### config.mk
export PLATFORM = sky130hd
export DESIGN_NAME = shift_add_multiplier_flat
export DESIGN_NICKNAME = d
export VERILOG_FILES = /design/src/rtl/shift_add_multiplier_pkg.sv /design/src/rtl/shift_add_multiplier_if.sv /design/src/rtl/shift_add_multiplier_datapath.sv /design/src/rtl/shift_add_multiplier.sv /design/src/flat_wrapper.sv
export SDC_FILE = /design/constraint.sdc
export NUM_CORES = 1
export LEC_CHECK = 0
export BUFFER_PORTS_ARGS = -buffer_cell sky130_fd_sc_hd__buf_4
export CAP_MARGIN = 40
export CORE_ASPECT_RATIO = 1.5
export CORE_MARGIN = 1.5
export CORE_UTILIZATION = 40
export CTS_BUF_LIST = sky130_fd_sc_hd__clkbuf_16
export DETAILED_ROUTE_END_ITERATION = 6
export PLACE_DENSITY = 0.63
export SLEW_MARGIN = 20
export SYNTH_ARGS = -nofsm -noshare
export SYNTH_HDL_FRONTEND = slang
export SYNTH_SLANG_ARGS = --single-unit
export TNS_END_PERCENT = 20
### constraint.sdc
create_clock -name clk -period 5.2 [get_ports clk]
set_clock_uncertainty 0.15 [all_clocks]
set_input_delay 0.26 -clock clk [delete_from_list [all_inputs] [get_ports clk]]
set_output_delay 0.26 -clock clk [all_outputs]
set_load 0.005 [all_outputs]
### src/rtl/shift_add_multiplier_pkg.sv
// Shared FSM state encoding and sizing helper for the shift-add multiplier.
// Latency: n/a (declarations only).
// Backpressure: n/a.
package shift_add_multiplier_pkg;

  // Binary 2-bit state encoding; the value 2'd3 is never entered.
  typedef enum logic [1:0] {
    ST_IDLE = 2'd0,
    ST_RUN  = 2'd1,
    ST_DONE = 2'd2
  } state_t;

  // Ceiling log2, used to size the bit counter at elaboration time.
  function automatic int clog2(input int value);
    int r;
    int v;
    r = 0;
    v = value - 1;
    while (v > 0) begin
      r = r + 1;
      v = v >> 1;
    end
    return r;
  endfunction

endpackage

### src/rtl/shift_add_multiplier_if.sv
// Operand request (start/in_ready) and product return (p_valid/p_ack) bundle.
// Latency: n/a (wiring only).
// Backpressure: producer waits on in_ready, multiplier holds product until p_ack.
interface shift_add_multiplier_if #(
  parameter int A_W = 4,
  parameter int B_W = 3
);
  localparam int P_W = A_W + B_W;

  logic           start;
  logic [A_W-1:0] a_in;
  logic [B_W-1:0] b_in;
  logic           in_ready;
  logic           p_valid;
  logic           p_ack;
  logic [P_W-1:0] product;

  // Operand producer / product consumer side.
  modport master (
    output start, a_in, b_in, p_ack,
    input  in_ready, p_valid, product
  );

  // Multiplier side.
  modport slave (
    input  start, a_in, b_in, p_ack,
    output in_ready, p_valid, product
  );
endinterface

### src/rtl/shift_add_multiplier_datapath.sv
// Multiplicand/multiplier shift registers and accumulator for shift-add multiply.
// Latency: one multiplier bit consumed per step pulse.
// Backpressure: none; advances only when the controller asserts step.
module shift_add_datapath #(
  parameter int A_W = 4,
  parameter int B_W = 3
) (
  input  logic                 clk,
  input  logic                 rst,
  input  logic                 load,
  input  logic                 step,
  input  logic [A_W-1:0]       a_val,
  input  logic [B_W-1:0]       b_val,
  output logic [A_W+B_W-1:0]   acc_next,
  output logic                 mult_next_zero
);
  localparam int P_W = A_W + B_W;

  logic [P_W-1:0] mcand;
  logic [B_W-1:0] mult;
  logic [P_W-1:0] acc;

  // P_W bits always hold the full product, so the add never carries out.
  assign acc_next       = mult[0] ? (acc + mcand) : acc;
  assign mult_next_zero = ((mult >> 1) == '0);

  // Load operands on acceptance, then shift one multiplier bit per step.
  always_ff @(posedge clk or posedge rst) begin
    if (rst) begin
      mcand <= '0;
      mult  <= '0;
      acc   <= '0;
    end else if (load) begin
      mcand <= P_W'(a_val);
      mult  <= b_val;
      acc   <= '0;
    end else if (step) begin
      acc   <= acc_next;
      mcand <= mcand << 1;
      mult  <= mult >> 1;
    end
  end

endmodule

### src/rtl/shift_add_multiplier.sv
// Sequential unsigned shift-add multiplier, constant or run-time multiplier.
// Latency: B_W+1 edges from acceptance (early exit: 1 + bit length of multiplier, min 2).
// Backpressure: product held in DONE until p_ack; start ignored outside IDLE.
module shift_add_multiplier
  import shift_add_multiplier_pkg::*;
#(
  parameter int A_W        = 4,
  parameter int B_W        = 3,
  parameter int USE_CONST  = 1,
  parameter int CONST_B    = 5,
  parameter int EARLY_EXIT = 0
) (
  input  logic                  clk,
  input  logic                  rst,
  shift_add_multiplier_if.slave bus
);
  localparam int P_W   = A_W + B_W;
  localparam int CNT_W = clog2(B_W) + 1;

  if (CONST_B < 0 || CONST_B >= (1 << B_W)) begin : g_const_range
    $error("CONST_B does not fit in B_W bits");
  end

  state_t             state_q, state_d;
  logic [CNT_W-1:0]   count_q;
  logic [P_W-1:0]     product_q;
  logic               load, step, last_step;
  logic [B_W-1:0]     b_sel;
  logic [P_W-1:0]     acc_next;
  logic               mult_next_zero;

  assign b_sel     = (USE_CONST != 0) ? B_W'(CONST_B) : bus.b_in;
  assign last_step = (count_q == CNT_W'(B_W - 1)) ||
                     ((EARLY_EXIT != 0) && mult_next_zero);

  shift_add_datapath #(
    .A_W (A_W),
    .B_W (B_W)
  ) u_datapath (
    .clk            (clk),
    .rst            (rst),
    .load           (load),
    .step           (step),
    .a_val          (bus.a_in),
    .b_val          (b_sel),
    .acc_next       (acc_next),
    .mult_next_zero (mult_next_zero)
  );

  // State register.
  always_ff @(posedge clk or posedge rst) begin
    if (rst) state_q <= ST_IDLE;
    else     state_q <= state_d;
  end

  // Next state and datapath controls; start and p_ack only matter in their own states.
  always_comb begin
    state_d = state_q;
    load    = 1'b0;
    step    = 1'b0;
    case (state_q)
      ST_IDLE: begin
        if (bus.start) begin
          load    = 1'b1;
          state_d = ST_RUN;
        end
      end
      ST_RUN: begin
        step = 1'b1;
        if (last_step) state_d = ST_DONE;
      end
      ST_DONE: begin
        if (bus.p_ack) state_d = ST_IDLE;
      end
      default: state_d = ST_IDLE;
    endcase
  end

  // Bit counter and product capture on the final RUN edge.
  always_ff @(posedge clk or posedge rst) begin
    if (rst) begin
      count_q   <= '0;
      product_q <= '0;
    end else begin
      if (load)      count_q <= '0;
      else if (step) count_q <= count_q + 1'b1;
      if (step && last_step) product_q <= acc_next;
    end
  end

  assign bus.in_ready = (state_q == ST_IDLE);
  assign bus.p_valid  = (state_q == ST_DONE);
  assign bus.product  = product_q;

endmodule

### src/flat_wrapper.sv
// flat-port wrapper written by rule: the top's interface ports become plain ports
module shift_add_multiplier_flat import shift_add_multiplier_pkg::*;
#(
  parameter int A_W        = 4,
  parameter int B_W        = 3,
  parameter int USE_CONST  = 1,
  parameter int CONST_B    = 5,
  parameter int EARLY_EXIT = 0
)
  (clk, rst, bus_start, bus_a_in, bus_b_in, bus_p_ack, bus_in_ready, bus_p_valid, bus_product);
  shift_add_multiplier_if #(.A_W(A_W), .B_W(B_W)) bus_i ();
  input  logic clk;
  input  logic rst;
  input wire logic [$bits(bus_i.start)-1:0] bus_start;
  input wire logic [$bits(bus_i.a_in)-1:0] bus_a_in;
  input wire logic [$bits(bus_i.b_in)-1:0] bus_b_in;
  input wire logic [$bits(bus_i.p_ack)-1:0] bus_p_ack;
  output wire logic [$bits(bus_i.in_ready)-1:0] bus_in_ready;
  output wire logic [$bits(bus_i.p_valid)-1:0] bus_p_valid;
  output wire logic [$bits(bus_i.product)-1:0] bus_product;
  assign bus_i.start = bus_start;
  assign bus_i.a_in = bus_a_in;
  assign bus_i.b_in = bus_b_in;
  assign bus_i.p_ack = bus_p_ack;
  assign bus_in_ready = bus_i.in_ready;
  assign bus_p_valid = bus_i.p_valid;
  assign bus_product = bus_i.product;
  shift_add_multiplier #(.A_W(A_W), .B_W(B_W), .USE_CONST(USE_CONST), .CONST_B(CONST_B), .EARLY_EXIT(EARLY_EXIT)) u_core (.clk(clk), .rst(rst), .bus(bus_i));
endmodule
==> results.py, run 1 <==
metrics = {
    "outcome": {
        "status": "completed",
    },
    "setup_path": {
        "cp.required_ns": 5.19,
        "cp-start-kind": "register",
        "worstSetupPathType": "register to register",
        "critPathCaptureType": "register",
        "path_max_fanout": 20,
        "critPathArrivalTime_ns": 2.40,
    },
    "floorplanning": {
        "die_w_um": 53.8,
        "io_pins": 20,
        "die_h_um": 79.2,
        "rows": 27,
        "die_area_mm2": 0.00426,
        "coreArea_mm2": 0.00368,
        "start_util_pct": 42.0,
    },
    "cts": {
        "htreeDepth": 2,
        "postCtsHoldBufs": 1,
        "tritoncts": "built",
        "postCtsSetupBuffers": 0,
        "clock-sinks": 29,
        "max-clock-path-buffers": 2,
        "clkTransAtPathRegs_ns": 0.05,
        "cts-resized-gates": 0,
        "numCtsBuffers": 5,
        "clk_latency_ns": 0.27,
        "clockRootBuffer": "clkbuf_16",
    },
    "logic_synthesis": {
        "ys_seq_area_share_pct": 46.9,
        "ys_types": 38,
        "synth_top_area_share_pct": 46.9,
        "synthCells": 159,
        "ys_warn_count": 0,
        "ys.flop_type": "dfrtp_1",
        "synth_area_leaders": "dfrtp_1 (47%), ha_1 (6.5%), a22o_1 (5.1%)",
        "synth_fp_nets": 179,
        "async_reset_ff_share_pct": 100,
        "avgSynthCellArea_um2": 9.73,
        "syn_area_mm2": 0.00155,
        "synth_edf_count": 0,
        "ys_ff_latch": 29,
        "synth_area_leader_cell": "dfrtp_1",
    },
    "route": {
        "drtAntennaViolNets": 0,
        "num_vias": 1225,
        "wl_per_cell_um": 15.0,
        "drt_wl_total_mm": 3.29,
        "drc": 0,
        "drt_iter0_markers": 36,
        "vias_per_cell": 5.57,
        "drt_first_pass_iters": 4,
    },
    "final_layout": {
        "seqCellArea_um2": 726,
        "final_common_cell": "dfrtp_1",
        "nFillCells": 344,
        "multi_input_area_um2": 752,
        "mostFrequentLayoutCells": "dfrtp_1 (29), nand2_1 (18), buf_4 (16)",
        "drive_above_1_share_pct": 15.3,
        "fin_area_mm2": 0.00186,
        "syn_to_final_growth_pct": 20.2,
        "nets": 197,
        "diodes": 0,
    },
    "placement": {
        "routabilityCongestion": 0.825,
        "dp_hpwl_mm": 2.37,
        "place.port_buffers": 16,
        "postPlaceCellArea_mm2": 0.00172,
    },
    "global_routing": {
        "first_global_vias": 1236,
        "grt_max_degree": 21,
        "grt_pass1_wl_mm": 5.88,
        "antenna_found_initial": 0,
        "grtUsageTotal_pct": 19.0,
        "overflow": 0,
    },
    "timing": {
        "maxSlewViolCount": 0,
        "slew-limit-headroom_pct": 45.4,
        "setup_viol": 0,
        "timing.fmax_mhz": 415,
        "hold_viol_final": 0,
        "worst_pin_slew_ns": 0.818,
        "period_share_pct": 46.3,
        "fin_crit_ns": 2.41,
        "rsz0062_at_grt": "false",
        "fin_setup_tns_ns": 0,
    },
    "power": {
        "total_leakage_power_nw": 0.888,
        "power_per_cell_area_mw_per_mm2": 628,
        "vdd_ir_drop_max_mv": 0.349,
    },
    "job": {
        "cap_violations": 0,
    },
    "hold_path": {
        "hold_path_class": "input port to register",
    },
}
==> area by class of cell <==
type                       instances  area share (%)
multi-input combinational        113            40.4
sequential                        29            39.0
timing repair buffer              18            8.48
clock buffer                       5            6.73
tap                               43            2.89
inverter                          10            2.02
clock inverter                     2           0.404
==> cells in the mapped netlist (2+ instances only) <==
cell / number
dfrtp_1: 29
nand2_1: 18
o21ai_0: 15
nor2_1: 13
a22o_1: 9
inv_1: 9
ha_1: 8
a21oi_1: 7
a31oi_1: 6
nor2b_1: 6
buf_2: 4
a22oi_1: 3
clkbuf_1: 3
a21o_1: 2
a31o_1: 2
o21a_1: 2
xnor2_1: 2
==> where the power goes <==
group	total, W	leakage (nW)	internal, W	switching (W)
registers	0.000441	0.369	0.000326	0.000115
logic	0.000470	0.451	0.000227	0.000243
clock network	0.000257	0.0685	0.000170	0.0000871
total	0.00117	0.888	0.000723	0.000445
==> sequential cells by signal, summed over array words and instances, names as in the netlist <==
| signal | cells |
|---|---|
| u_core.u_datapath.mult | 3 |
| u_core.u_datapath.acc | 7 |
| u_core.bus.product | 7 |
| u_core.u_datapath.mcand | 7 |
| u_core.count_q | 3 |
| u_core.state_q | 2 |
==> worst max-delay path, cell delays in order, from the launching register on <==
cell     delay (ns)
dfrtp_1        0.76
nor2b_1        0.42
and3_1         0.56
mux2_1         0.39
==> worst paths after layout <==
check | from | endpoint | slack [ns] | depth (start not counted)
worst max-delay path | u_core.state_q[0] | u_core.bus.product[1] | 2.79 | 3
worst min-delay path | bus_p_ack | u_core.state_q[1] | 0.11 | 3
worst max register to register | u_core.state_q[0] | u_core.bus.product[1] | 2.79 | 3
worst min register to register | u_core.bus.product[1] | u_core.bus.product[1] | 0.37 | 1
max in group asynchronous | rst | u_core.u_datapath.mult[0] | 3.99 | 4
min in group asynchronous | rst | u_core.bus.product[4] | 0.43 | 3
==> per-stage QoR <==
stage | std cells | setup slack, ns | hold slack, ns | utilization [%] | power, W
floorplan | 159 | 3.09 | 0.188 | - | 0.000764
global placement | 211 | 2.77 | 0.328 | 45.9 | 0.000888
detailed placement | 212 | 2.75 | 0.184 | 46.6 | 0.000917
CTS | 220 | 2.75 | 0.109 | 50.5 | 0.00118
global route | 220 | 2.53 | 0.128 | 50.5 | 0.00127
finish | 220 | 2.79 | 0.114 | 50.5 | 0.00117
==> kinds of logic after synthesis <==
family / after synthesis / synth area share (%)
XOR/XNOR: 2 / 1.13
multiplexers: 1 / 0.728
flip-flops: 29 / 46.9
buffers and inverters: 17 / 4.45
AO/OA/AOI/OAI: 55 / 24.5
AND/OR/NAND/NOR: 46 / 14.5
adder cells (fa/ha/maj): 9 / 7.77
==> routing by layer <==
metal / wire, um / GRT usage, %
met1: 1390 / 22.5
met2: 1800 / 32.2
met3: 44 / 3.38
met4: 57 / 8.46
met5: 0 / 0
Note: power is estimated with default switching activity, not from simulation.
==> run 2, diff against run 1 <==
==> constraint.sdc (replaced) <==
create_clock -name clk -period 2.5 [get_ports clk]
set_clock_uncertainty 0.15 [all_clocks]
set_input_delay 0.125 -clock clk [delete_from_list [all_inputs] [get_ports clk]]
set_output_delay 0.125 -clock clk [all_outputs]
set_load 0.005 [all_outputs]
==> results.py, run 2 (synthesized netlist as in run 1, its figures left out) <==
metrics = {
    "timing": {
        "setup_ws_ns": 0.238,
        "rsz0062_at_grt": "false",
        "maxSlewViolCount": 0,
        "fin_setup_tns_ns": 0,
        "slew-limit-headroom_pct": 70.9,
        "worst_pin_slew_ns": 0.434,
        "fin_crit_ns": 2.26,
        "hold_viol_final": 0,
        "period_share_pct": 90.5,
        "holdWs_ns": 0.000570,
        "timing.fmax_mhz": 442,
        "setup_viol": 0,
    },
    "power": {
        "swShare_pct": 36.3,
        "vdd_ir_drop_max_mv": 0.821,
        "intPower_w": 0.00166,
        "comb_power_share_pct": 41.9,
        "p_sw_w": 0.000945,
        "power_frac_seq_pct": 33.2,
        "power_per_cell_area_mw_per_mm2": 1360,
        "total_leakage_power_nw": 0.924,
        "pwr-share-clk_pct": 24.9,
    },
    "cts": {
        "clkTransAtPathRegs_ns": 0.05,
        "clock-sinks": 29,
        "htreeDepth": 2,
        "tritoncts": "built",
        "clk_latency_ns": 0.27,
        "cts-resized-gates": 0,
        "max-clock-path-buffers": 2,
        "clockRootBuffer": "clkbuf_16",
        "numCtsBuffers": 5,
        "postCtsSetupBuffers": 0,
    },
    "setup_path": {
        "critPathBufInv": 1,
        "critPathArrivalTime_ns": 2.25,
        "slowest_stage": "fa_1",
        "critPathCaptureType": "register",
        "critical_path.top_delay_family": "adder cells",
        "path_max_fanout": 4,
        "worstSetupPathType": "register to register",
        "rrSetupSlack_ns": 0.24,
        "cp_slowest_stage_delay_ns": 0.43,
        "cp.required_ns": 2.48,
        "crit_chain": "ha_1 -> inv_1 -> fa_1 -> nor2b_4 -> o31ai_2 -> a211oi_1 -> or3b_1 -> a31oi_1",
        "cp-start-kind": "register",
    },
    "floorplanning": {
        "io_pins": 20,
        "start_util_pct": 42.0,
        "die_h_um": 79.2,
        "die_w_um": 53.8,
        "coreArea_mm2": 0.00368,
        "die_area_mm2": 0.00426,
        "rows": 27,
    },
    "job": {
        "cap_violations": 0,
    },
    "placement": {
        "dp_hpwl_mm": 2.36,
        "routabilityCongestion": 0.888,
        "place.port_buffers": 16,
        "post-place-ws_ns": 0.256,
    },
    "hold_path": {
        "hold_path_class": "input port to register",
    },
    "final_layout": {
        "nets": 203,
        "mostFrequentLayoutCells": "dfrtp_1 (29), buf_4 (22), nand2_1 (18)",
        "final_common_cell": "dfrtp_1",
        "utilization_pct": 52.1,
        "diodes": 0,
        "drive_above_1_share_pct": 17.9,
        "nFillCells": 359,
        "syn_to_final_growth_pct": 23.9,
    },
    "global_routing": {
        "grtUsageTotal_pct": 18.0,
        "first_global_vias": 1233,
        "overflow": 0,
        "antenna_found_initial": 0,
        "grt_pass1_wl_mm": 5.50,
        "grt_max_degree": 30,
    },
    "route": {
        "vias_per_cell": 5.49,
        "wl_per_cell_um": 14.6,
        "drc": 0,
        "drtAntennaViolNets": 0,
        "drt_iter0_markers": 25,
        "num_vias": 1247,
        "drt_first_pass_iters": 4,
        "drt_wl_total_mm": 3.32,
    },
    "outcome": {
        "status": "completed",
    },
}
-- run 2: layout make-up --
type / instances / area, um^2 / area share [%]
inverters: 10 / 37.5 / 1.96
multi-input cells: 113 / 752 / 39.2
clock inverters: 3 / 37.5 / 1.96
repair buffers: 24 / 185 / 9.66
clock buffers: 5 / 125 / 6.53
flip-flops and latches: 29 / 726 / 37.9
well taps: 43 / 53.8 / 2.81
-- run 2: power groups by stage --
stage	Combinational [W]	Clock [W]	Sequential (W)
after floorplan	0.000787	0	0.000802
after global placement	0.00105	0	0.000857
after detailed placement	0.00110	0	0.000869
after CTS	0.00111	0.000660	0.000865
after global routing	0.00123	0.000683	0.000902
final	0.00109	0.000649	0.000865
-- run 2: layer usage --
metal	up-vias	wire [um]	share of wire, %	GRT usage, %
li1	610	-	-	-
met2	12	1720	52	30.1
met5	-	0	0	0
met4	0	72	2.2	7.69
met3	7	79	2.4	4.51
met1	618	1450	44	20.8
-- run 2: through the flow --
step                power (W)  cell area (um^2)  std cells
floorplan             0.00159              1550        159
global placement      0.00191              1730        217
detailed placement    0.00197              1730        217
CTS                   0.00263              1920        227
global route          0.00281              1920        227
finish                0.00260              1920        227
-- run 2: what timing repair did --
action / in CTS / in global routing
hold endpoints to repair: 30 / 0
endpoints found under the setup margin: 0 / 0
hold buffers: 2 / 0
-- run 2: tightest hold or removal path: cells and delay by family --
family | cells | cell delay (ns)
AO/OA/AOI/OAI | 2 | 0.18
buffers and inverters | 1 | 0.08
-- run 2: path summary, 6_finish.rpt --
| kind | startpoint | end | depth (start not counted) |
|---|---|---|---|
| worst max register to register | u_core.u_datapath.mcand[0] | u_core.bus.product[6] | 8 |
| max in group asynchronous | rst | u_core.u_datapath.mcand[2] | 4 |
| min in group asynchronous | rst | u_core.u_datapath.acc[4] | 4 |
| worst max-delay path | u_core.u_datapath.mcand[0] | u_core.bus.product[6] | 8 |
| worst min-delay path | bus_a_in[0] | u_core.u_datapath.mcand[0] | 3 |
| worst min register to register | u_core.u_datapath.mult[2] | u_core.u_datapath.mult[1] | 1 |
==> run 3, diff against run 2 <==
--- a/config.mk
+++ b/config.mk
@@ -5,6 +5,7 @@
 export SDC_FILE = /design/constraint.sdc
 export NUM_CORES = 1
 export LEC_CHECK = 0
+export ABC_AREA = 1
 export BUFFER_PORTS_ARGS = -buffer_cell sky130_fd_sc_hd__buf_4
 export CAP_MARGIN = 40
 export CORE_ASPECT_RATIO = 1.5
==> results.py, run 3 <==
metrics = {
    "outcome": {
        "status": "completed",
    },
    "logic_synthesis": {
        "synth_most_common_cell": "nand2_1",
        "async_reset_ff_share_pct": 100,
        "synth_top_area_share_pct": 47.5,
        "syn_area_mm2": 0.00153,
        "avgSynthCellArea_um2": 8.48,
        "synth_edf_count": 0,
        "ys.flop_type": "dfrtp_1",
        "synthCells": 180,
        "synth_fp_nets": 200,
        "synth_area_leaders": "dfrtp_1 (48%), nand2_1 (11%), ha_1 (6.6%)",
        "ys_types": 28,
        "synth_area_leader_cell": "dfrtp_1",
        "ys_seq_area_share_pct": 47.5,
        "ys_ff_latch": 29,
        "ys_warn_count": 0,
        "synth_top_cells_by_count": "nand2_1 (45), dfrtp_1 (29), inv_1 (25), nand3_1 (16), ha_1 (8)",
    },
    "cts": {
        "htreeDepth": 2,
        "max-clock-path-buffers": 2,
        "numCtsBuffers": 5,
        "clk_latency_ns": 0.27,
        "clkTransAtPathRegs_ns": 0.05,
        "tritoncts": "built",
        "clock-sinks": 29,
        "clockRootBuffer": "clkbuf_16",
    },
    "power": {
        "total_leakage_power_nw": 0.976,
        "vdd_ir_drop_max_mv": 0.935,
        "power_per_cell_area_mw_per_mm2": 1420,
    },
    "timing": {
        "slew-limit-headroom_pct": 69.8,
        "hold_viol_final": 0,
        "setup_viol": 0,
        "fin_setup_tns_ns": 0,
        "rsz0062_at_grt": "false",
        "setup_ws_ns": 0.254,
        "timing.fmax_mhz": 445,
        "worst_pin_slew_ns": 0.454,
        "maxSlewViolCount": 0,
        "fin_crit_ns": 2.25,
        "period_share_pct": 89.9,
    },
    "final_layout": {
        "final_common_cell": "nand2_1",
        "stdcell_count": 250,
        "fin_area_mm2": 0.00189,
        "mostFrequentLayoutCells": "nand2_1 (44), dfrtp_1 (29), inv_1 (26)",
        "drive_above_1_share_pct": 16.9,
        "syn_to_final_growth_pct": 23.6,
        "diodes": 0,
        "utilization_pct": 51.7,
        "nets": 227,
    },
    "route": {
        "drtAntennaViolNets": 0,
        "drc": 0,
        "drt_wl_total_mm": 3.48,
        "wl_per_cell_um": 13.9,
        "drt_iter0_markers": 31,
        "num_vias": 1265,
        "drt_first_pass_iters": 4,
        "vias_per_cell": 5.06,
    },
    "setup_path": {
        "cp-start-kind": "register",
        "critPathCaptureType": "register",
        "worstReg2RegEnd": "u_core.u_datapath.mcand[0]",
        "r2r-start": "u_core.state_q[0]",
        "path_max_fanout": 11,
        "rrSetupSlack_ns": 0.25,
        "cp.required_ns": 2.50,
        "startpoint": "u_core.state_q[0]",
        "r2r_cells": 6,
        "worstSetupPathType": "register to register",
        "crit_end": "u_core.u_datapath.mcand[0]",
        "critPathArrivalTime_ns": 2.25,
    },
    "placement": {
        "place_inst": 236,
        "dp_hpwl_mm": 2.36,
        "post-place-ws_ns": 0.550,
        "routabilityCongestion": 0.911,
        "place.port_buffers": 16,
        "postPlaceCellArea_mm2": 0.00168,
    },
    "floorplanning": {
        "io_pins": 20,
        "die_w_um": 53.4,
        "die_area_mm2": 0.00420,
        "die_h_um": 78.7,
        "rows": 27,
        "coreArea_mm2": 0.00365,
        "start_util_pct": 41.8,
    },
    "global_routing": {
        "first_global_vias": 1311,
        "grt_pass1_wl_mm": 6.09,
        "antenna_found_initial": 0,
        "grt_max_degree": 30,
        "grtUsageTotal_pct": 20.2,
        "overflow": 0,
    },
    "hold_path": {
        "hold_path_class": "input port to register",
    },
    "job": {
        "cap_violations": 0,
    },
}
run 3: changes by cell type after synthesis, sizes merged, moves of 6 or more:
cell	previous run	this run
nor2b	7	0
or2	0	6
o22ai	0	6
nand2	18	46
a22o	9	0
nand3	1	16
inv	10	28
run 3: final cells by class:
class / instances / area, um^2
clock inverters: 2 / 7.51
well taps: 43 / 53.8
multi-input cells: 119 / 672
inverters: 28 / 105
fillers: 331 / 1760
repair buffers: 24 / 198
clock buffers: 5 / 125
flip-flops and latches: 29 / 726
run 3: cell families (layout without fill, tap and decap cells):
kind of cell	count (synthesis)	in the layout	share of synthesized area, %
xor gates and xnor gates	2	2	1.15
buffers and inverters	32	59	8.61
AOI/OAI and AO/OA	31	31	12.5
and+or+nand+nor	77	77	22.4
adders and majority gates	9	9	7.87
DFF	29	29	47.5
run 3: worst min path at each step:
stage          cells after the start                        end       from  slack [ns]
6_report                           3  u_core.u_datapath.mult[2]  bus_start        0.07
5_1_grt                            3  u_core.u_datapath.mult[2]  bus_start        0.09
4_1_cts                            3  u_core.u_datapath.mult[2]  bus_start        0.05
3_5_place_dp                       3      u_core.bus.product[1]        rst        0.08
3_3_place_gp                       3      u_core.bus.product[1]        rst        0.07
2_1_floorplan                      1      u_core.bus.product[0]        rst        0.05
run 3: metal layers:
layer	global-route usage, %	part of all wire (%)
met5	0	0
met4	11.5	4.5
met2	33.8	53
met3	4.18	2.5
met1	22.9	40
run 3: worst max-delay path: stages (launching register included):
cell	delay [ns]
dfrtp_1	0.43
nor2_2	0.18
nand2_1	0.16
nand2_2	0.26
inv_2	0.16
a32o_1	0.24
dlygate4sd3_1	0.55
run 3: stage by stage:
step | hold slack, ns | total power [W]
finish | 0.0723 | 0.00269
global route | 0.0939 | 0.00295
CTS | 0.0516 | 0.00269
detailed placement | 0.0771 | 0.00211
global placement | 0.0678 | 0.00206
floorplan | 0.0531 | 0.00178
run 3: where the power goes:
group	leakage, nW	internal (W)	total (W)	switching, W
registers	0.368	0.000687	0.000861	0.000174
clock network	0.0685	0.000354	0.000543	0.000189
logic	0.540	0.000511	0.00128	0.000772
run 3: what timing repair did:
item | CTS | global route
gates resized for setup | 0 | 1
endpoints found under the hold margin | 34 | 0
hold buffers | 7 | 0
buffers inserted | 0 | 0
setup endpoints to repair | 0 | 1
